`src/rtl/branch_ctrl.sv`:
```
// Branch/PC controller: RUN/FLUSH/HALT sequencing with one bubble per redirect.
// Optional return stack for CALL/RET is enabled by defining BRANCH_CTRL_RET_STACK_EN.
`timescale 1ns/1ps

module branch_ctrl #(
    parameter logic [7:0] RESET_PC    = 8'h00,
    parameter int         STACK_DEPTH = 4
) (
    input  logic       clk,
    input  logic       rst_n,
    input  logic [4:0] opcode,
    input  logic [2:0] cond,
    input  logic [7:0] target,
    input  logic       stall,
    output logic [7:0] PC,
    output logic       taken,
    output logic       flush,
    output logic       halted
);

    localparam logic [1:0] ST_RUN   = 2'd0;
    localparam logic [1:0] ST_FLUSH = 2'd1;
    localparam logic [1:0] ST_HALT  = 2'd2;

    localparam logic [4:0] OP_JMP  = 5'b10001;
    localparam logic [4:0] OP_BT   = 5'b10010;
    localparam logic [4:0] OP_BF   = 5'b10011;
    localparam logic [4:0] OP_CALL = 5'b10100;
    localparam logic [4:0] OP_RET  = 5'b10101;
    localparam logic [4:0] OP_HALT = 5'b11111;

    logic [1:0] state;
    logic       decode_en;
    logic       branch_hit;
    logic [7:0] branch_dest;
    logic       push_req;
    logic       pop_req;
    logic       stack_empty;
    logic [7:0] stack_top;

    // Only cond[0] carries the compare flag.
    logic unused_cond_bits;
    assign unused_cond_bits = ^cond[2:1];

    // An opcode is acted upon only in RUN with no stall.
    assign decode_en = (state == ST_RUN) && !stall;

`ifdef BRANCH_CTRL_RET_STACK_EN
    localparam int PTR_W = (STACK_DEPTH > 1) ? $clog2(STACK_DEPTH) : 1;
    localparam int CNT_W = $clog2(STACK_DEPTH + 1);
    localparam logic [PTR_W-1:0] PTR_LAST = PTR_W'(STACK_DEPTH - 1);
    localparam logic [CNT_W-1:0] CNT_FULL = CNT_W'(STACK_DEPTH);

    logic [7:0]       stack_mem [STACK_DEPTH];
    logic [PTR_W-1:0] wr_ptr;
    logic [PTR_W-1:0] wr_ptr_next;
    logic [PTR_W-1:0] top_idx;
    logic [CNT_W-1:0] count;

    // Circular buffer: wr_ptr is the next free slot, the entry below it is the top.
    assign wr_ptr_next = (wr_ptr == PTR_LAST) ? '0 : wr_ptr + 1'b1;
    assign top_idx     = (wr_ptr == '0) ? PTR_LAST : wr_ptr - 1'b1;
    assign stack_empty = (count == '0);
    assign stack_top   = stack_mem[top_idx];

    always_ff @(posedge clk or negedge rst_n) begin
        if (!rst_n) begin
            wr_ptr <= '0;
            count  <= '0;
        end else if (decode_en && push_req) begin
            wr_ptr <= wr_ptr_next;
            // A push onto a full stack silently drops the oldest entry.
            if (count != CNT_FULL) begin
                count <= count + 1'b1;
            end
        end else if (decode_en && pop_req) begin
            wr_ptr <= top_idx;
            count  <= count - 1'b1;
        end
    end

    always_ff @(posedge clk) begin
        if (decode_en && push_req) begin
            stack_mem[wr_ptr] <= PC;
        end
    end
`else
    logic unused_depth;
    assign unused_depth = (STACK_DEPTH > 0);
    assign stack_empty  = 1'b1;
    assign stack_top    = 8'h00;
`endif

    always_comb begin
        branch_hit  = 1'b0;
        branch_dest = target;
        push_req    = 1'b0;
        pop_req     = 1'b0;
        case (opcode)
            OP_JMP: branch_hit = 1'b1;
            OP_BT:  branch_hit = cond[0];
            OP_BF:  branch_hit = ~cond[0];
`ifdef BRANCH_CTRL_RET_STACK_EN
            OP_CALL: begin
                branch_hit = 1'b1;
                push_req   = 1'b1;
            end
            OP_RET: begin
                // Returning from an empty stack degrades to a plain advance.
                if (!stack_empty) begin
                    branch_hit  = 1'b1;
                    pop_req     = 1'b1;
                    branch_dest = stack_top;
                end
            end
`endif
            default: ;
        endcase
    end

    always_ff @(posedge clk or negedge rst_n) begin
        if (!rst_n) begin
            state  <= ST_RUN;
            PC     <= RESET_PC;
            taken  <= 1'b0;
            flush  <= 1'b0;
            halted <= 1'b0;
        end else begin
            case (state)
                ST_RUN: begin
                    if (stall) begin
                        taken <= 1'b0;
                    end else if (opcode == OP_HALT) begin
                        taken  <= 1'b0;
                        flush  <= 1'b0;
                        halted <= 1'b1;
                        state  <= ST_HALT;
                    end else if (branch_hit) begin
                        PC    <= branch_dest;
                        taken <= 1'b1;
                        flush <= 1'b1;
                        state <= ST_FLUSH;
                    end else begin
                        PC    <= PC + 8'd1;
                        taken <= 1'b0;
                        flush <= 1'b0;
                    end
                end
                ST_FLUSH: begin
                    // The opcode seen here was fetched from the wrong path.
                    taken <= 1'b0;
                    if (!stall) begin
                        PC    <= PC + 8'd1;
                        flush <= 1'b0;
                        state <= ST_RUN;
                    end
                end
                ST_HALT: begin
                    taken <= 1'b0;
                end
                default: begin
                    taken <= 1'b0;
                    flush <= 1'b0;
                    state <= ST_RUN;
                end
            endcase
        end
    end

endmodule

```
`config.mk`:
```
export PLATFORM = sky130hd
export DESIGN_NAME = branch_ctrl
export DESIGN_NICKNAME = d
export VERILOG_FILES = /design/src/rtl/branch_ctrl.sv
export SDC_FILE = /design/constraint.sdc
export NUM_CORES = 1
export LEC_CHECK = 0
export CAP_MARGIN = 20
export CORE_MARGIN = 10
export CORE_UTILIZATION = 38
export DETAILED_ROUTE_END_ITERATION = 16
export GPL_ROUTABILITY_DRIVEN = 0
export HOLD_SLACK_MARGIN = 0.06
export PLACE_DENSITY = 0.8
export SLEW_MARGIN = 15
export SYNTH_ARGS = -nofsm -noshare
export SYNTH_HDL_FRONTEND = slang
export SYNTH_SLANG_ARGS = --single-unit
```
`constraint.sdc`:
```
create_clock -name clk -period 1.5 [get_ports clk]
set_input_delay 0.375 -clock clk [delete_from_list [all_inputs] [get_ports clk]]
set_output_delay 0.375 -clock clk [all_outputs]
set_load 0.05 [all_outputs]
```
==> reports/metrics.cfg, run 1 <==
[run_status]
status = complete, but fails checks
violations = setup timing

[final_layout]
num-nets-final = 143
seq_area_um2 = 330
antennaDiodeCount = 0
drive_gt1_share_pct = 46.7
areaGrowthSynthToFinish_pct = 83.4
multi_input_area_um2 = 467
final_util_pct = 72.8
fillers = 145

[worst_setup_path]
cp-start-kind = input pin
crit_slowest_cell = or3b_4
r2r_setup_slack_ps = 30
worst_path_largest_cell_delay_ps = 400
cp.buffers_inverters = 2
regToRegEndpoint = PC[7]
regToRegStartpoint = state[0]
ff2ff_path_depth = 4
path_max_fanout = 6
worstPathCellList = buf_6 > or3b_4 > a221oi_4 > buf_12 > o21ai_0 > a221o_1
crit_required_ps = 1670
criticalPathCategory = in2reg
cp_top_family = compound AO/OA/AOI/OAI gates
arrival_ps = 1710
critPathCaptureType = flip-flop

[global_routing]
grt_usage_pct = 12.5
antenna_found_initial = 0
grt_start_max_net_pins = 14
grt_pass1_vias = 904
gr-total-overflow = 0
grt_first_pass_wirelength_um = 4240

[detailed_routing]
routedWlPerCell_um = 18.0
vias_per_cell = 5.26
ant_nets = 0
drc = 0
drt_iter0_markers = 22
vias = 784
dr.pass1.iters = 4
drt-total-wl_um = 2680

[sta]
slew_violations = 0
setup-violations-final = 6
fmax_mhz = 650
setup_ws_ps = -38.1
report.final.hold_viol_count = 0
finalSetupTns_ps = -119
worstMarginPinSlew_ps = 359
slew-limit-headroom_pct = 75.4
layout_min_cycle_time_ps = 1540
clock_skew_ps = 14.6
fin_crit_sh_pct = 103
rsz0062_at_grt = yes

[power_and_ir_drop]
leakagePower_nw = 0.619
total_power_mw = 1.57
irDropWorstVdd_mv = 1.00
powerDensity_nw_per_um2 = 1100

[die]
ios = 30
rows = 16
fp.dieH_um = 65.3
fp.dieW_um = 65.3
start_util_pct = 39.7
core_um2 = 1960
dieArea_um2 = 4260

[run]
maxCapViolCount = 0

[placement]
dp_hpwl_um = 1920
io_buffers = 27
place_ws_ps = -728

[clock_tree]
cts_tree = built
cts.clk_slew.worst_paths_ps = 90
cts.root.buffer_cell = clkbuf_4
cts_hold_buf = 0
max-clock-path-buffers = 2
clock_latency_ps = 280
cts-buffers-inserted = 3
htree_levels = 1
cts_sinks = 13

[logic_synthesis]
yosys.area_share.simple_pct = 17.7
syn-num-nets = 94
synthMuxAreaShare_pct = 7.88
seq_area_frac_synth_pct = 41.8
synthAdderAreaFrac_pct = 1.61
synth-compound-area-share_pct = 25.1
synth_xor_area_share_pct = 0
synth_warnings = 0
synth_top_family_by_area = compound AO/OA/AOI/OAI gates
ys_ff_latch = 13
synth_cell_type_count = 31
avgSynthCellArea_um2 = 10.5
synth_area_um2 = 778
synthCells = 74

[min_path]
hold_class = in2async

stage by stage:
step / area [µm²] / hold slack (ps) / instances
after floorplan: 788 / 79.4 / 74
after global placement: 1310 / 524 / 141
after detailed placement: 1310 / 526 / 141
after CTS: 1420 / 398 / 149
after global routing: 1430 / 392 / 149
final: 1430 / 388 / 149
kinds of logic after synthesis:
family / Yosys count
buffers and inverters: 10
adders and majority gates: 1
and+or+nand+nor: 21
DFF: 13
AOI/OAI and AO/OA: 23
muxes: 6
state kept, by name, summed over array words and instances (netlist names):
signal	flops
PC	8
state	2
flush	1
halted	1
taken	1
worst max path at each step:
stage,from,to,slack [ps],cells after the start
2_1_floorplan,opcode[3],PC[6],-160,5
3_3_place_gp,opcode[4],PC[3],-660,6
3_5_place_dp,opcode[4],PC[3],-730,6
4_1_cts,opcode[2],PC[5],-60,7
5_1_grt,opcode[3],PC[7],-50,6
6_report,opcode[3],PC[7],-40,6
where the power goes:
part           switching, mW  internal [mW]  leakage (nW)
Clock                  0.123          0.103        0.0150
Combinational          0.421          0.420         0.449
Sequential            0.0854          0.420         0.155
Total                  0.630          0.943         0.619
synthesized netlist by cell type:
master | instances | share of area, %
buf_6 | 1 | 1.4
nand4_1 | 1 | 0.80
inv_1 | 8 | 3.9
or3b_4 | 1 | 1.4
and4_2 | 1 | 1.3
a31o_2 | 1 | 1.1
dfrtp_1 | 13 | 42
and2_1 | 1 | 0.80
nand3b_1 | 2 | 1.9
a22oi_1 | 3 | 2.9
and3_1 | 4 | 3.2
nand3_1 | 1 | 0.64
a2111oi_0 | 1 | 1.1
o21ai_0 | 7 | 4.5
nor2_1 | 1 | 0.48
a221o_1 | 2 | 2.6
nor3_1 | 2 | 1.3
ha_1 | 1 | 1.6
a311oi_1 | 1 | 1.1
mux2_2 | 1 | 1.4
and2_2 | 1 | 0.96
buf_2 | 1 | 0.64
a221oi_4 | 1 | 3.4
nand2_1 | 3 | 1.4
a21bo_2 | 1 | 1.3
a22oi_2 | 2 | 3.2
mux2i_1 | 5 | 6.4
nor4b_1 | 1 | 1.1
a21oi_1 | 2 | 1.3
a311o_1 | 2 | 2.6
and4_1 | 2 | 2.3
layout by cell type, fill, tap and decap left out, types with 2 or more instances in the layout:
master,instances
buf_12,12
clkdlybuf4s50_1,10
dfrtp_2,4
dfrtp_1,9
a221o_1,2
nand3b_1,2
buf_2,2
a22oi_2,3
buf_4,15
a21oi_1,2
inv_1,8
clkbuf_4,3
and4_1,2
nand2_1,3
and3_1,4
o21ai_0,3
a22oi_1,2
buf_6,5
mux2i_1,3
a311o_1,2
o21ai_1,4
area by class of cell:
cell class,count,share of cell area (%)
tap,27,2.37
sequential,13,23.1
timing repair buffer,46,37.9
clock buffer,4,1.84
multi-input combinational,51,32.7
inverter,8,2.10
per-layer routing:
layer	track usage [%]	share of wire [%]	vias to the layer above
met3	3.73	3.6	2
met1	13.1	40	382
met5	0	0	-
li1	-	-	383
met4	4.81	1.1	0
met2	22.9	55	17
what timing repair did:
item / in CTS / in global routing
cloned: 1 / 0
pin swaps: 5 / 7
endpoints found under the setup margin: 11 / 9
buffers inserted: 3 / 1
gates resized for setup: 27 / 10
Power figures use the tool's default switching activity.
==> run 2: changes to the inputs <==
==> constraint.sdc (replaced) <==
create_clock -name clk -period 1.5 [get_ports clk]
set_input_delay 0.15 -clock clk [delete_from_list [all_inputs] [get_ports clk]]
set_output_delay 0.15 -clock clk [all_outputs]
set_load 0.05 [all_outputs]
==> reports/metrics.cfg, run 2 (synthesis results as in run 1) <==
[run_status]
status = completed

[detailed_routing]
drc = 0
routedWlPerCell_um = 14.5
vias_per_cell = 5.17
vias = 744
ant_nets = 0
drt-total-wl_um = 2100
drt_iter0_markers = 12
dr.pass1.iters = 3

[clock_tree]
max-clock-path-buffers = 2
cts.root.buffer_cell = clkbuf_4
cts-buffers-inserted = 3
post_cts_buffers = 0
htree_levels = 1
cts_sinks = 13
clock_latency_ps = 270
cts.clk_slew.worst_paths_ps = 80
cts_tree = built

[power_and_ir_drop]
p_switching_uw = 549
pwr-share-clk_pct = 16.1
sw_frac_of_total_pct = 41.4
irDropWorstVdd_mv = 0.710
pwr-share-seq_pct = 37.3
intPower_uw = 776
leakagePower_nw = 0.545
combPwrFrac_pct = 46.6
powerDensity_nw_per_um2 = 1100
total_power_mw = 1.33

[worst_setup_path]
arrival_ps = 1620
crit_slowest_cell = dfrtp_1
critPathCaptureType = flip-flop
worst_path_largest_cell_delay_ps = 440
r2r_setup_slack_ps = 20
cp.buffers_inverters = 1
crit_required_ps = 1650
cp-endpoint = PC[5]
regToRegEndpoint = PC[5]
ff2ff_path_depth = 4
regToRegStartpoint = state[0]
criticalPathCategory = reg2reg
critPathLaunch = state[0]
worstPathCellList = a221oi_4 > buf_6 > mux2i_1 > a22oi_2
cp_top_family = compound AO/OA/AOI/OAI gates
crit_cells = 4
cp-start-kind = flip-flop
path_max_fanout = 5

[global_routing]
grt_usage_pct = 10.6
gr-total-overflow = 0
grt_use_met3_pct = 3.56
use_met1_pct = 10.9
grt.met2_usage_pct = 19.0
top_usage_layer = met2
antenna_found_initial = 0
grt_first_pass_wirelength_um = 3750
grt_pass1_vias = 906
grt_start_max_net_pins = 11

[final_layout]
num-nets-final = 138
top_regs = PC: 8 flops, state: 2 flops
drive_gt1_share_pct = 37.6
fillers = 188
antennaDiodeCount = 0
layout_common_cells = buf_4, clkdlybuf4s50_1, dfrtp_1
fin_cells = 144
max_flop_register = PC
areaGrowthSynthToFinish_pct = 55.3
final_common_cell = buf_4
largest_reg_flops = 8

[sta]
slew-limit-headroom_pct = 75.5
fmax_mhz = 678
finalSetupTns_ps = 0
slew_violations = 0
rsz0062_at_grt = yes
layout_min_cycle_time_ps = 1480
worstMarginPinSlew_ps = 358
report.final.hold_viol_count = 0
fin_crit_sh_pct = 98.3
setup-violations-final = 0
clock_skew_ps = 0.955
setup_ws_ps = 24.8

[die]
fp.dieH_um = 65.3
ios = 30
fp.dieW_um = 65.3
rows = 16
core_um2 = 1960
start_util_pct = 39.7
dieArea_um2 = 4260

[placement]
place_ws_ps = -456
dp_hpwl_um = 1730
io_buffers = 27
dp.cells = 140

[min_path]
hold_class = in2async

[run]
maxCapViolCount = 0

[run 2: cell count changes in the layout (fill, tap and decap cells not counted), moves of 2 or more]
cell	change
o21ai_0	+2
buf_4	+7
o21ai_1	-2
buf_6	-3
buf_2	-2
buf_12	-11
dlygate4sd2_1	+6
mux2i_1	+2
[run 2: worst min-delay path by stage]
stage,startpoint,endpoint,depth (start not counted)
finish,rst_n,flush,1
CTS,rst_n,flush,1
detailed placement,rst_n,state[1],1
floorplan,rst_n,PC[0],0
global route,rst_n,PC[2],1
global placement,rst_n,flush,1
[run 2: timing repair]
item	in CTS	in global routing
pin swaps	3	3
gates resized for setup	10	5
endpoints found under the setup margin	10	7
hold buffers	0	0
[run 2: metrics by stage]
| step | utilization (%) | area (µm²) | hold WS, ps |
|---|---|---|---|
| 2_1_floorplan | - | 783 | -146 |
| 3_3_place_gp | 59.2 | 1160 | 424 |
| 3_5_place_dp | 59.2 | 1160 | 427 |
| 4_1_cts | 61.2 | 1200 | 128 |
| 5_1_grt | 61.6 | 1210 | 139 |
| 6_report | 61.6 | 1210 | 134 |
[run 2: area by class of cell]
| cell class | instances | area [µm²] | area share (%) |
|---|---|---|---|
| Multi-Input combinational cell | 51 | 428 | 35.4 |
| Timing Repair Buffer | 41 | 360 | 29.8 |
| Sequential cell | 13 | 330 | 27.3 |
| Tap cell | 27 | 33.8 | 2.80 |
| Inverter | 8 | 30.0 | 2.48 |
| Clock buffer | 4 | 26.3 | 2.17 |
[run 2: metal layers]
layer  vias to the layer above  share of wire (%)
met5                         -                  0
met4                         0                  0
met3                         0                6.2
met2                        21                 51
met1                       354                 43
li1                        369                  -
[run 2: power groups by stage]
stage          Combinational, mW  Clock, mW  Sequential [mW]
5_1_grt                    0.666      0.244            0.506
3_3_place_gp               0.598          0            0.496
4_1_cts                    0.615      0.225            0.492
2_1_floorplan              0.151          0            0.703
6_report                   0.618      0.213            0.494
3_5_place_dp               0.613          0            0.499
==> run 3: changes to the inputs <==
--- a/config.mk
+++ b/config.mk
@@ -12,7 +12,7 @@
 export GPL_ROUTABILITY_DRIVEN = 0
 export HOLD_SLACK_MARGIN = 0.06
 export PLACE_DENSITY = 0.8
-export SLEW_MARGIN = 15
+export SLEW_MARGIN = 25
 export SYNTH_ARGS = -nofsm -noshare
 export SYNTH_HDL_FRONTEND = slang
 export SYNTH_SLANG_ARGS = --single-unit
==> results of run 3 <==
No change in the layout: final DEF, timing and power equal those of run 2.
